--- config.mk ---
export PLATFORM = sky130hd
export DESIGN_NAME = pc_flow_ctrl
export DESIGN_NICKNAME = d
export VERILOG_FILES = /design/src/rtl/pc_flow_ctrl.sv
export SDC_FILE = /design/constraint.sdc
export NUM_CORES = 1
export LEC_CHECK = 0
export BUFFER_PORTS_ARGS = -buffer_cell sky130_fd_sc_hd__buf_2
export CORE_MARGIN = 2
export CORE_UTILIZATION = 40
export CTS_CLUSTER_SIZE = 14
export DETAILED_ROUTE_END_ITERATION = 7
export MAX_ROUTING_LAYER = met4
export PLACE_DENSITY = 0.67
export SETUP_SLACK_MARGIN = 0.2
export SLEW_MARGIN = 15
export SYNTH_ARGS = -nofsm -noshare
export SYNTH_HDL_FRONTEND = slang
export SYNTH_SLANG_ARGS = --single-unit
--- constraint.sdc ---
create_clock -name Clk -period 2.5 [get_ports Clk]
set_input_delay 0 -clock Clk [delete_from_list [all_inputs] [get_ports Clk]]
set_output_delay 0 -clock Clk [all_outputs]
set_load 0.01 [all_outputs]
--- src/rtl/pc_flow_ctrl.sv ---
// Fetch-flow controller: decides PC advance/hold/redirect each cycle, drives
// IF/ID hold/flush and ID/EX bubble, and parks a redirect that arrives while
// instruction memory is still busy until the fetch completes.
module pc_flow_ctrl #(
  parameter int unsigned MEM_SPACE = 16,
  parameter int unsigned REG_AW    = 4,
  parameter int unsigned CNT_W     = 16
) (
  input  logic                 Clk,
  input  logic                 Rst,
  input  logic                 imem_ready,
  input  logic                 id_is_jump,
  input  logic [MEM_SPACE-1:0] id_jump_target,
  input  logic                 id_use_rs1,
  input  logic                 id_use_rs2,
  input  logic [REG_AW-1:0]    id_rs1,
  input  logic [REG_AW-1:0]    id_rs2,
  input  logic                 ex_is_load,
  input  logic                 ex_reg_write,
  input  logic [REG_AW-1:0]    ex_rd,
  input  logic                 ex_br_taken,
  input  logic [MEM_SPACE-1:0] ex_br_target,
  output logic                 PChold,
  output logic                 pc_redirect,
  output logic [MEM_SPACE-1:0] pc_target,
  output logic                 ifid_hold,
  output logic                 ifid_flush,
  output logic                 idex_bubble,
  output logic [CNT_W-1:0]     stall_cnt,
  output logic [CNT_W-1:0]     flush_cnt
);

  typedef enum logic {
    RUN  = 1'b0,
    PEND = 1'b1
  } state_e;

  state_e                 state_q, state_d;
  logic [MEM_SPACE-1:0]   pend_q, pend_d;
  logic [CNT_W-1:0]       stall_q, stall_d;
  logic [CNT_W-1:0]       flush_q, flush_d;
  logic                   lu;

  // Load-use hazard: EX load result is needed by the instruction in ID.
  assign lu = ex_is_load & ex_reg_write & (ex_rd != '0) &
              ((id_use_rs1 & (id_rs1 == ex_rd)) | (id_use_rs2 & (id_rs2 == ex_rd)));

  // Next state and zero-latency control outputs; everything forced low in reset.
  always_comb begin
    state_d     = state_q;
    pend_d      = pend_q;
    PChold      = 1'b0;
    pc_redirect = 1'b0;
    pc_target   = '0;
    ifid_hold   = 1'b0;
    ifid_flush  = 1'b0;
    idex_bubble = 1'b0;
    if (Rst) begin
      unique case (state_q)
        RUN: begin
          if (imem_ready) begin
            if (ex_br_taken) begin
              pc_redirect = 1'b1;
              pc_target   = ex_br_target;
              ifid_flush  = 1'b1;
              idex_bubble = 1'b1;
            end else if (lu) begin
              PChold      = 1'b1;
              ifid_hold   = 1'b1;
              idex_bubble = 1'b1;
            end else if (id_is_jump) begin
              pc_redirect = 1'b1;
              pc_target   = id_jump_target;
              ifid_flush  = 1'b1;
            end
          end else begin
            PChold = 1'b1;
            if (lu) begin
              ifid_hold   = 1'b1;
              idex_bubble = 1'b1;
            end else begin
              ifid_flush  = 1'b1;
            end
            if (ex_br_taken) begin
              pend_d      = ex_br_target;
              idex_bubble = 1'b1;
              state_d     = PEND;
            end else if (!lu && id_is_jump) begin
              pend_d      = id_jump_target;
              state_d     = PEND;
            end
          end
        end
        PEND: begin
          PChold     = 1'b1;
          ifid_flush = 1'b1;
          if (ex_br_taken) begin
            pend_d      = ex_br_target;
            idex_bubble = 1'b1;
          end
          if (imem_ready) begin
            PChold      = 1'b0;
            pc_redirect = 1'b1;
            pc_target   = ex_br_taken ? ex_br_target : pend_q;
            state_d     = RUN;
          end
        end
        default: state_d = RUN;
      endcase
    end
  end

  // Saturating performance counters for hold and redirect cycles.
  always_comb begin
    stall_d = stall_q;
    flush_d = flush_q;
    if (PChold && (stall_q != '1)) stall_d = stall_q + CNT_W'(1);
    if (pc_redirect && (flush_q != '1)) flush_d = flush_q + CNT_W'(1);
  end

  // State, pending target and counter registers.
  always_ff @(posedge Clk or negedge Rst) begin
    if (!Rst) begin
      state_q <= RUN;
      pend_q  <= '0;
      stall_q <= '0;
      flush_q <= '0;
    end else begin
      state_q <= state_d;
      pend_q  <= pend_d;
      stall_q <= stall_d;
      flush_q <= flush_d;
    end
  end

  assign stall_cnt = stall_q;
  assign flush_cnt = flush_q;

endmodule
==> results of run 1 <==
timing repair:
| action | in CTS | in global routing |
|---|---|---|
| resized for setup | 0 | 0 |
| hold buffers | 34 | 0 |
| hold endpoints to repair | 66 | 0 |
where the power goes:
group          leakage (nW)  switching [mW]  internal [mW]  total, mW
clock network        0.0456           0.257          0.200      0.456
registers             0.635           0.134          0.923       1.06
logic                  1.16           0.304          0.285      0.589
total                  1.84           0.695           1.41       2.10
state kept, by name, summed over array words and instances, names as in the netlist:
signal     count
flush_cnt     16
stall_cnt     16
state_q        1
pend_q        16
layer usage:
metal,vias to the layer above,wire length (µm)
met3,23,302
li1,1291,-
met1,1262,3080
met5,-,0
met2,95,3450
met4,0,247
worst paths after layout:
check	slack (ns)	end	startpoint
min in group Clk	0.18	state_q$_DFFE_PN0P_	id_is_jump
max	0.44	stall_cnt[15]$_DFFE_PN0P_	stall_cnt[0]$_DFFE_PN0P_
min	0.06	pend_q[1]$_DFFE_PN0P_	Rst
max reg2reg	0.44	stall_cnt[15]$_DFFE_PN0P_	stall_cnt[0]$_DFFE_PN0P_
max in group asynchronous	1.89	flush_cnt[13]$_DFFE_PN0P_	Rst
min reg2reg	0.47	pend_q[0]$_DFFE_PN0P_	pend_q[0]$_DFFE_PN0P_
layout by cell type, fill, tap and decap left out, types with 2 or more instances in the layout:
| cell type | count |
|---|---|
| and3_1 | 9 |
| nand3_1 | 8 |
| buf_4 | 5 |
| dfrtp_1 | 49 |
| xnor2_1 | 29 |
| clkbuf_8 | 5 |
| a22oi_2 | 10 |
| a21oi_1 | 4 |
| nand2_1 | 51 |
| ha_1 | 2 |
| xor2_1 | 8 |
| inv_1 | 2 |
| nand3_2 | 3 |
| buf_2 | 105 |
| and2_1 | 3 |
| nor2_1 | 22 |
| a222oi_1 | 16 |
| a22oi_1 | 7 |
| nor3_1 | 5 |
| nor2b_1 | 3 |
| dlygate4sd3_1 | 34 |
| nand4_1 | 16 |
worst max-delay path, cell delays in order (launching register included):
cell     delay, ns
dfrtp_1       0.42
ha_1          0.20
and3_1        0.34
nand4_4       0.15
and3_4        0.21
a22oi_1       0.35
nor2_1        0.12
xor2_1        0.15
stage by stage:
| stage | hold WS [ns] | cells | util (%) | total power [mW] | cell area, µm² |
|---|---|---|---|---|---|
| 3_3_place_gp | -0.157 | 455 | 49.7 | 1.60 | 3360 |
| 3_5_place_dp | -0.159 | 455 | 49.7 | 1.63 | 3360 |
| 2_1_floorplan | -0.296 | 279 | - | 1.37 | 2780 |
| 6_report | 0.0563 | 497 | 56.0 | 2.10 | 3790 |
| 4_1_cts | 0.0514 | 497 | 56.0 | 2.13 | 3790 |
| 5_1_grt | 0.0646 | 497 | 56.0 | 2.25 | 3790 |
layout make-up:
cell class / instances / area (µm²)
Clock buffer: 6 / 72.6
Clock inverter: 2 / 13.8
Fill cell: 612 / 2970
Inverter: 2 / 7.51
Multi-Input combinational cell: 214 / 1460
Sequential cell: 49 / 1230
Tap cell: 80 / 100
Timing Repair Buffer: 144 / 903
cell families after synthesis:
| family | after synthesis | share of synthesized area [%] |
|---|---|---|
| compound gates | 46 | 16.1 |
| xor+xnor | 37 | 11.6 |
| fa+ha+maj | 2 | 0.899 |
| buf+inv | 16 | 3.51 |
| flops | 49 | 44.1 |
| mux | 1 | 0.405 |
| simple gates | 128 | 23.4 |
==> summary.md, run 1 <==
| Metric | Value |
|---|---|
| Count of cell types in the netlist | `39` |
| # diodes | `0` |
| Ys async rst share | `100%` |
| Yosys warns | `0` |
| Synth top area share | `between 40% and 50%` |
| Clk Latency, worst-skew pair | `0.30 ns` |
| Fin worst setup slack | `0.440 ns` |
| Hold Vio Cnt, Final | `0` |
| First drt pass iteration count | `7` |
| Final net count | `roughly 470` |
| CP startpoint kind | `flip-flop` |
| First-pass GRT wire length | `11600 µm` |
| Critical path class | `flip-flop to flip-flop` |
| Worst EP arrival | `~2.2 ns` |
| Placed wire-length estimate | `~5000 µm` |
| Total track usage | `between 10% and 20%` |
| Most used DFF post-synth | `dfrtp_1` |
| Flops & latches, synth | `just under 50` |
| Largest net degree at the start of global routing | `28` |
| Synth area leader | `dfrtp_1` |
| RSZ-0062 raised after global routing | `no` |
| Layout cell share with drive strength beyond 1 | `roughly 34%` |
| Maxcap violations | `0` |
| Met1 usage in global routing | `between 20% and 30%` |
| Post-DR wirelength/cell | `14.2 µm` |
| Syn nets | `approximately 330` |
| PwrDens | `556 mW/mm²` |
| Routed vias/inst | `between 5 and 6` |
| Initial Utilization | `approximately 41%` |
| IO buf count | `105` |
| Worst-Margin Slew | `around 0.76 ns` |
| Register area share after synthesis | `~44%` |
| CTS tree | `built` |
| Tcrit/Tclk final | `82.4%` |
| H-tree levels | `2` |
| Peak Freq | `486 MHz` |
| Die height | `between 80 and 90 µm` |
| TritonCTS sink count | `49` |
| Hold WC Path Type | `primary input to asynchronous set/reset pin` |
| GR peak layer | `met2` |
| Core area | `0.00676 mm²` |
| Required time worst endpoint | `2.68 ns` |
| Setup bufs post-CTS | `0` |
| Iter 0 DRT Violations | `132` |
| Worst Path Max Fanout | `6` |
| Post-synth top cells | `nand2_1 (51), dfrtp_1 (49), xnor2_1 (29)` |
| Vias | `between 2000 and 3000` |
| Layout area overhead | `36.1%` |
| Initial antenna violation count | `0` |
| Vias in the first global route | `about 2600` |
| Top post-synthesis cells by area | `dfrtp_1 (44%), xnor2_1 (9.1%), nand2_1 (6.9%), a222oi_1 (5.8%), a22oi_2 (4.5%)` |
| CP endpoint kind | `flip-flop` |
| Clock root cell | `clkbuf_8` |
| Die Span X | `87.4 µm` |
| R2r worst-path depth | `7` |
| Mapped Cells | `roughly 280` |
| EDFF count, synth | `0` |
| Status | `complete, no violations` |
| Most numerous cell in the Yosys netlist | `nand2_1` |
| P_leak | `1.84 nW` |
| Crit path time final | `roughly 2.1 ns` |
| Grt met2 use | `between 30% and 40%` |
| Final wirelength | `7080 µm` |
| Row cnt | `30` |
| Worst rel slew slack | `roughly 49%` |
| VDD IR max | `between 0.0003 and 0.0004 V` |
| Drt drc | `0` |
| GR Util met3 | `under 10%` |
| Place WS | `about 0.43 ns` |
| Slew Limit Fails | `0` |
| Reg clk slew, reported paths | `0.09 ns` |
| Routability congestion estimate | `0.801` |
| Final Skew | `0.00532 ns` |
| Setup TNS | `0 ns` |
| Final setup viols | `0` |
| Mapped cell area | `0.00278 mm²` |
| Average size of a mapped cell | `~10 µm²` |
| Post-route ant nets | `0` |
| Total CTS buffers | `5` |
| Grt total ovfl | `0` |
| Die ar. | `0.00764 mm²` |
| Count of boundary I/O pins | `106` |
| Clock buffer depth | `2` |
No activity file was read; power rests on OpenSTA's default activity.
==> run 2, diff against run 1 <==
Settings changed: ABC_AREA from default to 1, PLACE_DENSITY 0.67 to default.
Clock period 2.5 ns to 1.9 ns, I/O delays scaled along.
==> run 2 against run 1 <==
Against the previous run:
- the run now ends with hold timing left
- critical path depth is 3 higher
- first-iteration DRC count is 27% higher
- sequential power is 29% higher
- setup slack worse by 0.24 ns
- maximum frequency is 21% higher
- clock skew is 0.0034 ns higher
- routed wire length is 63% higher
- power is 53% higher
==> summary.md, run 2 <==
| Metric | Value |
|---|---|
| RSZ-0062 raised after global routing | `yes (was no)` |
| Flops & latches, synth | `49 (unchanged)` |
| Initial Utilization | `41.0% (was 41.2%)` |
| Register area share after synthesis | `32.5% (was 44.1%)` |
| Die ar. | `0.0102 mm² (was 0.00764 mm²)` |
| Slew Limit Fails | `0 (unchanged)` |
| CP startpoint kind | `flip-flop (unchanged)` |
| Critical path class | `flip-flop to flip-flop (unchanged)` |
| Worst R2R Setup Slack | `0.20 ns (was 0.44 ns)` |
| Layout area overhead | `32.7% (was 36.1%)` |
| Crit path time final | `1.70 ns (was 2.06 ns)` |
| Mapped cell area | `0.00377 mm² (was 0.00278 mm²)` |
| Die height | `101 µm (was 87.4 µm)` |
| Synth area leader | `dfrtp_1 (unchanged)` |
| Clock root cell | `clkbuf_8 (unchanged)` |
| Hold Vio Cnt, Final | `46 (was 0)` |
| Total track usage | `22.7% (was 19.5%)` |
| # diodes | `0 (unchanged)` |
| Final wirelength | `11500 µm (was 7080 µm)` |
| Reg clk slew, reported paths | `0.09 ns (about the same)` |
| P_leak | `2.85 nW (was 1.84 nW)` |
| Die Span X | `101 µm (was 87.4 µm)` |
| Hold WC Path Type | `primary input to asynchronous set/reset pin (unchanged)` |
| Worst EP arrival | `1.94 ns (was 2.24 ns)` |
| Routability congestion estimate | `0.838 (was 0.801)` |
| PwrDens | `645 mW/mm² (was 556 mW/mm²)` |
| Final Skew | `0.00873 ns (was 0.00532 ns)` |
| EDFF count, synth | `0 (unchanged)` |
| CP endpoint kind | `flip-flop (unchanged)` |
| Synth top area share | `32.5% (was 44.1%)` |
| Required time worst endpoint | `2.14 ns (was 2.68 ns)` |
| Routed vias/inst | `5.26 (was 5.37)` |
| Worst-case hold slack | `-0.118 ns (was 0.0563 ns)` |
| Final setup viols | `0 (unchanged)` |
| First-pass GRT wire length | `18500 µm (was 11600 µm)` |
| TritonCTS sink count | `49 (unchanged)` |
| Clk Latency, worst-skew pair | `0.31 ns (was 0.30 ns)` |
| VDD IR max | `0.000370 V (was 0.000371 V)` |
| Tcrit/Tclk final | `89.6% (was 82.4%)` |
| Vias | `4371 (was 2671)` |
| IO buf count | `105 (unchanged)` |
| Post-route ant nets | `0 (unchanged)` |
| Core area | `0.00920 mm² (was 0.00676 mm²)` |
| Maxcap violations | `0 (unchanged)` |
| CP max stage delay | `0.42 ns (about the same)` |
| Reg2reg end | `flush_cnt[2]$_DFFE_PN0P_ (was stall_cnt[15]$_DFFE_PN0P_)` |
| Total CTS buffers | `5 (unchanged)` |
| Most numerous cell in the Yosys netlist | `nand2_1 (unchanged)` |
| Most frequent cells in the layout | `nand2_1 (256), buf_2 (106), nand3_1 (45), dfrtp_1 (44), buf_4 (44) (was buf_2 (105), nand2_1 (51), dfrtp_1 (49), dlygate4sd3_1 (34), xnor2_1 (29))` |
| Layout cell share with drive strength beyond 1 | `29.2% (was 33.8%)` |
| Critical Path Stages | `10 (was 7)` |
| Top delay family on crit path | `simple AND/OR/NAND/NOR gates (unchanged)` |
| Ys async rst share | `100% (unchanged)` |
| Syn nets | `632 (was 334)` |
| Worst-Margin Slew | `0.665 ns (was 0.761 ns)` |
| Status | `complete, but fails checks (was complete, no violations)` |
| Peak Freq | `588 MHz (was 486 MHz)` |
| Worst Path Max Fanout | `8 (was 6)` |
| Top post-synthesis cells by area | `dfrtp_1 (32%), nand2_1 (26%), nand3_1 (6.4%), nand4_1 (5.8%), xor2_1 (4.2%) (was dfrtp_1 (44%), xnor2_1 (9.1%), nand2_1 (6.9%), a222oi_1 (5.8%), a22oi_2 (4.5%))` |
| Largest net degree at the start of global routing | `52 (was 28)` |
| Most common cell after layout, fill and taps aside | `nand2_1 (was buf_2)` |
| Worst path buffer plus inverter count | `2 (was 0)` |
| H-tree levels | `2 (unchanged)` |
| Yosys warns | `0 (unchanged)` |
| Post-DR wirelength/cell | `13.9 µm (was 14.2 µm)` |
| Setup TNS | `0 ns (unchanged)` |
| Most used DFF post-synth | `dfrtp_1 (unchanged)` |
| R2r worst-path depth | `10 (was 7)` |
| Iter 0 DRT Violations | `168 (was 132)` |
| Drt drc | `0 (unchanged)` |
| CP max stage cell | `dfrtp_1 (unchanged)` |
| Grt total ovfl | `0 (unchanged)` |
| Worst rel slew slack | `55.7% (was 49.2%)` |
| CTS tree | `built (unchanged)` |
| Row cnt | `35 (was 30)` |
| First drt pass iteration count | `4 (was 7)` |
| Average size of a mapped cell | `6.54 µm² (was 9.97 µm²)` |
| Worst R2R Start | `flush_cnt[0]$_DFFE_PN0P_ (was stall_cnt[0]$_DFFE_PN0P_)` |
| CP cell instances | `ha_4, nand3_4, inv_4, nand2_4, nor3b_4, buf_4, nand3b_4, nand3_4, nand2_1, nand2_1 (was ha_1, and3_1, nand4_4, and3_4, a22oi_1, nor2_1, xor2_1)` |
| Final net count | `774 (was 471)` |
| Fillers | `921 (was 612)` |
| Count of cell types in the netlist | `34 (was 39)` |
| Clock buffer depth | `2 (unchanged)` |
| Mapped Cells | `577 (was 279)` |
| Vias in the first global route | `4146 (was 2613)` |
| Initial antenna violation count | `0 (unchanged)` |
| Violated checks | `hold timing` |
| Count of boundary I/O pins | `106 (unchanged)` |
| Placed wire-length estimate | `7770 µm (was 4970 µm)` |
| Post-synth top cells | `nand2_1 (264), dfrtp_1 (49), nand3_1 (48) (was nand2_1 (51), dfrtp_1 (49), xnor2_1 (29))` |
run 2: cell types whose count changed in the layout (fill, tap and decap cells not counted), sizes merged, moves of 17 or more:
cell,previous run,this run
inv,3,34
a22oi,17,0
buf,110,153
xnor2,29,12
nand3,11,53
o21ai,1,21
nand2,51,268
dlygate4sd3,34,2
nand4,17,36
run 2: repair_timing:
action,in CTS,in global routing
cloned,4,1
setup endpoints to repair,46,48
hold endpoints to repair,49,3
pin swaps,4,18
gates resized for setup,5,31
setup buffers,7,21
run 2: cell type report:
| class | instances | area [µm²] | area share [%] |
|---|---|---|---|
| clock inverters | 1 | 5.00 | 0.100 |
| repair buffers | 155 | 915 | 18.3 |
| multi-input cells | 471 | 2470 | 49.4 |
| well taps | 111 | 139 | 2.77 |
| inverters | 37 | 145 | 2.90 |
| flip-flops and latches | 49 | 1230 | 24.6 |
| clock buffers | 7 | 96.3 | 1.92 |
run 2: metrics by stage:
stage / instances / power, mW / instance area (µm²) / setup WS, ns / util (%)
4_1_cts: 807 / 3.08 / 4700 / 0.100 / 51.1
2_1_floorplan: 577 / 1.96 / 3800 / 0.206 / -
6_report: 831 / 3.23 / 5010 / 0.199 / 54.4
5_1_grt: 831 / 3.45 / 5010 / 0.0704 / 54.4
3_5_place_dp: 788 / 2.32 / 4470 / 0.0399 / 48.6
3_3_place_gp: 788 / 2.30 / 4470 / 0.0694 / 48.6
run 2: cell families (layout without fill, tap and decap cells):
family | after synthesis | after routing | synth area share, %
xor+xnor | 30 | 30 | 6.96
compound gates | 39 | 39 | 5.64
simple gates | 396 | 400 | 47.2
buf+inv | 61 | 200 | 7.06
flops | 49 | 49 | 32.5
fa+ha+maj | 2 | 2 | 0.663
run 2: worst max path at each step:
stage,start,to
global placement,stall_cnt[0]$_DFFE_PN0P_,stall_cnt[0]$_DFFE_PN0P_
detailed placement,stall_cnt[0]$_DFFE_PN0P_,stall_cnt[3]$_DFFE_PN0P_
CTS,state_q$_DFFE_PN0P_,pc_redirect
floorplan,flush_cnt[0]$_DFFE_PN0P_,flush_cnt[5]$_DFFE_PN0P_
finish,flush_cnt[0]$_DFFE_PN0P_,flush_cnt[2]$_DFFE_PN0P_
global route,flush_cnt[4]$_DFFE_PN0P_,flush_cnt[3]$_DFFE_PN0P_
run 2: routing by layer:
| layer | global-route usage, % | vias up | routed length (µm) |
|---|---|---|---|
| met5 | - | - | 0 |
| met4 | 6.76 | 0 | 131 |
| met3 | 2.97 | 14 | 667 |
| met2 | 37.7 | 137 | 5610 |
| met1 | 28.8 | 2055 | 5110 |
| li1 | - | 2165 | - |
run 2: report_power, final:
group / internal [mW] / switching, mW / total, mW / leakage, nW
combinational: 0.512 / 0.646 / 1.16 / 2.15
clock: 0.330 / 0.370 / 0.700 / 0.0542
sequential: 1.20 / 0.170 / 1.37 / 0.642
==> run 3, diff against run 2 <==
Settings changed: ABC_AREA 1 to default, PLACE_DENSITY from default to 0.67.
==> run 3 against run 2 <==
Against the previous run:
- die area is 25% lower
- the run now ends clean
- clock skew is 0.0053 ns lower
- flip-flop and latch count stayed put
==> summary.md, run 3 (synthesis gave the netlist of run 1 again) <==
| Metric | Value |
|---|---|
| Number of cells after detailed placement | `469 (was 788)` |
| Hold Crit Depth | `4` |
| Worst-Margin Slew | `0.538 ns (was 0.665 ns)` |
| Combinational Power Share | `34.2% (was 35.9%)` |
| Status | `complete, no violations (was complete, but fails checks)` |
| Placed wire-length estimate | `5230 µm (was 7770 µm)` |
| Tcrit/Tclk final | `95.0% (was 89.6%)` |
| Vias | `2933 (was 4371)` |
| Core area | `0.00676 mm² (was 0.00920 mm²)` |
| Reg2reg end | `stall_cnt[11]$_DFFE_PN0P_ (was flush_cnt[2]$_DFFE_PN0P_)` |
| Largest net degree at the start of global routing | `26 (was 52)` |
| RSZ-0062 raised after global routing | `yes (unchanged)` |
| Reg power frac | `43.9% (was 42.4%)` |
| P_leak | `2.10 nW (was 2.85 nW)` |
| Required time worst endpoint | `1.90 ns (was 2.14 ns)` |
| Psw | `989 µW (was 1.19 mW)` |
| Final wirelength | `8550 µm (was 11500 µm)` |
| Switching Fraction | `32.3% (was 36.7%)` |
| CP startpoint kind | `flip-flop (unchanged)` |
| Final Skew | `0.00339 ns (was 0.00873 ns)` |
| Worst R2R Start | `stall_cnt[10]$_DFFE_PN0P_ (was flush_cnt[0]$_DFFE_PN0P_)` |
| First-pass GRT wire length | `12800 µm (was 18500 µm)` |
| Initial antenna violation count | `1 (was 0)` |
| Total CTS buffers | `5 (unchanged)` |
| Reg clk slew, reported paths | `0.08 ns (was 0.09 ns)` |
| Clock share of power | `22.0% (was 21.7%)` |
| Worst rel slew slack | `64.1% (was 55.7%)` |
| TritonCTS sink count | `49 (unchanged)` |
| Layout cell share with drive strength beyond 1 | `43.7% (was 29.2%)` |
| Worst EP arrival | `1.80 ns (was 1.94 ns)` |
| Grt total ovfl | `0 (unchanged)` |
| Clk Latency, worst-skew pair | `0.30 ns (was 0.31 ns)` |
| Hold WC Path Type | `primary input to flip-flop (was primary input to asynchronous set/reset pin)` |
| Power, Total | `3.06 mW (was 3.23 mW)` |
| Most frequent cells in the layout | `buf_2 (103), nand2_1 (49), dfrtp_1 (47), buf_4 (43), dlygate4sd3_1 (34) (was nand2_1 (256), buf_2 (106), nand3_1 (45), dfrtp_1 (44), buf_4 (44))` |
| Final net count | `512 (was 774)` |
| Int Pwr | `2.07 mW (was 2.04 mW)` |
| CP endpoint kind | `primary output (was flip-flop)` |
| Vias in the first global route | `2716 (was 4146)` |
| PwrDens | `720 mW/mm² (was 645 mW/mm²)` |
| Post-DR wirelength/cell | `15.9 µm (was 13.9 µm)` |
| Die ar. | `0.00764 mm² (was 0.0102 mm²)` |
| CTS tree | `built (unchanged)` |
| Drt drc | `0 (unchanged)` |
| VDD IR max | `0.000614 V (was 0.000370 V)` |
| Routability congestion estimate | `0.812 (was 0.838)` |
| Critical path class | `flip-flop to primary output (was flip-flop to flip-flop)` |
| Clock root cell | `clkbuf_8 (unchanged)` |
| Post-route ant nets | `0 (unchanged)` |
| Peak Freq | `554 MHz (was 588 MHz)` |
| Fin util | `62.9% (was 54.4%)` |
| R2r worst-path depth | `7 (was 10)` |
| Fillers | `566 (was 921)` |
| Final setup viols | `0 (unchanged)` |
| Die Span X | `87.4 µm (was 101 µm)` |
| Worst Path Max Fanout | `8 (unchanged)` |
| Layout area overhead | `52.7% (was 32.7%)` |
| Clock buffer depth | `2 (unchanged)` |
| Fin cells | `539 (was 831)` |
| IO buf count | `105 (unchanged)` |
| Worst R2R Setup Slack | `0.16 ns (was 0.20 ns)` |
| Initial Utilization | `41.2% (was 41.0%)` |
| First drt pass iteration count | `7 (was 4)` |
| Iter 0 DRT Violations | `255 (was 168)` |
| Slew Limit Fails | `0 (unchanged)` |
| Hold Vio Cnt, Final | `0 (was 46)` |
| H-tree levels | `2 (unchanged)` |
| Total track usage | `21.8% (was 22.7%)` |
| Routed vias/inst | `5.44 (was 5.26)` |
| Setup TNS | `0 ns (unchanged)` |
| Crit path time final | `1.80 ns (was 1.70 ns)` |
| Count of boundary I/O pins | `106 (unchanged)` |
| Maxcap violations | `0 (unchanged)` |
| Hold Path End | `state_q$_DFFE_PN0P_` |
| Die height | `87.4 µm (was 101 µm)` |
| Worst Min Path Start | `id_is_jump` |
| Most common cell after layout, fill and taps aside | `buf_2 (was nand2_1)` |
| Row cnt | `30 (was 35)` |
run 3: changes by cell type in the layout (fill, tap and decap cells not counted), sizes merged, moves of 4 or more:
cell	previous run	this run
nand4	36	17
nand2	268	51
and3	0	10
nor2	27	23
a21oi	15	5
inv	34	2
a22oi	0	17
nor3	11	7
nand3	53	11
dlygate4sd3	2	34
xor2	18	8
xnor2	12	29
a222oi	0	16
o21ai	21	1
run 3: worst max-delay path by stage:
stage,from,end,slack [ns],depth (start not counted)
CTS,flush_cnt[0]$_DFFE_PN0P_,flush_cnt[11]$_DFFE_PN0P_,0.19,6
floorplan,stall_cnt[1]$_DFFE_PN0P_,stall_cnt[4]$_DFFE_PN0P_,0.05,9
detailed placement,state_q$_DFFE_PN0P_,pc_target[8],0.007,5
global route,ex_rd[3],pc_target[6],0.008,9
global placement,state_q$_DFFE_PN0P_,pc_target[8],0.02,5
finish,state_q$_DFFE_PN0P_,pc_target[6],0.1,6
run 3: power by group through the flow:
stage | Combinational [mW] | Sequential (mW) | Clock, mW
after floorplan | 0.375 | 1.43 | 0
after global placement | 0.801 | 1.38 | 0
after detailed placement | 0.820 | 1.39 | 0
after CTS | 0.964 | 1.34 | 0.687
after global routing | 1.14 | 1.37 | 0.730
final | 1.04 | 1.34 | 0.671
run 3: cell type report:
type                            instances  area (µm²)  share of cell area (%)
Sequential cell                        49        1230                    28.9
Clock inverter                          1        5.00                   0.118
Inverter                                2        10.0                   0.236
Multi-Input combinational cell        215        1570                    37.0
Antenna cell                            1        2.50                  0.0589
Tap cell                               80         100                    2.36
Timing Repair Buffer                  184        1230                    29.0
Clock buffer                            7        96.3                    2.27
run 3: metrics by stage:
stage	setup WS [ns]	instance area [µm²]	hold slack, ns
2_1_floorplan	0.0513	2790	-0.296
3_3_place_gp	0.0172	3470	0.0475
3_5_place_dp	0.00677	3470	0.0477
4_1_cts	0.190	4010	0.157
5_1_grt	0.00776	4250	0.287
6_report	0.0954	4250	0.226
run 3: critical path, cell delays in order (launching register included):
cell      delay (ns)
dfrtp_2         0.46
nor2_4          0.05
and4_4          0.21
buf_6           0.14
a222oi_1        0.35
nor2_1          0.13
buf_2           0.17
run 3: what timing repair did:
action / CTS / global route
endpoints found under the hold margin: 66 / 0
resized for setup: 8 / 21
pin swaps: 3 / 23
gates cloned: 1 / 1
hold buffers: 34 / 0
setup endpoints to repair: 36 / 48
buffers inserted: 8 / 17
run 3: metal layers:
| layer | vias up | track usage, % | share of wire (%) |
|---|---|---|---|
| met1 | 1403 | 29.0 | 42 |
| met5 | - | - | 0 |
| li1 | 1384 | - | - |
| met2 | 124 | 33.5 | 49 |
| met3 | 22 | 3.32 | 5.4 |
| met4 | 0 | 8.39 | 3.4 |
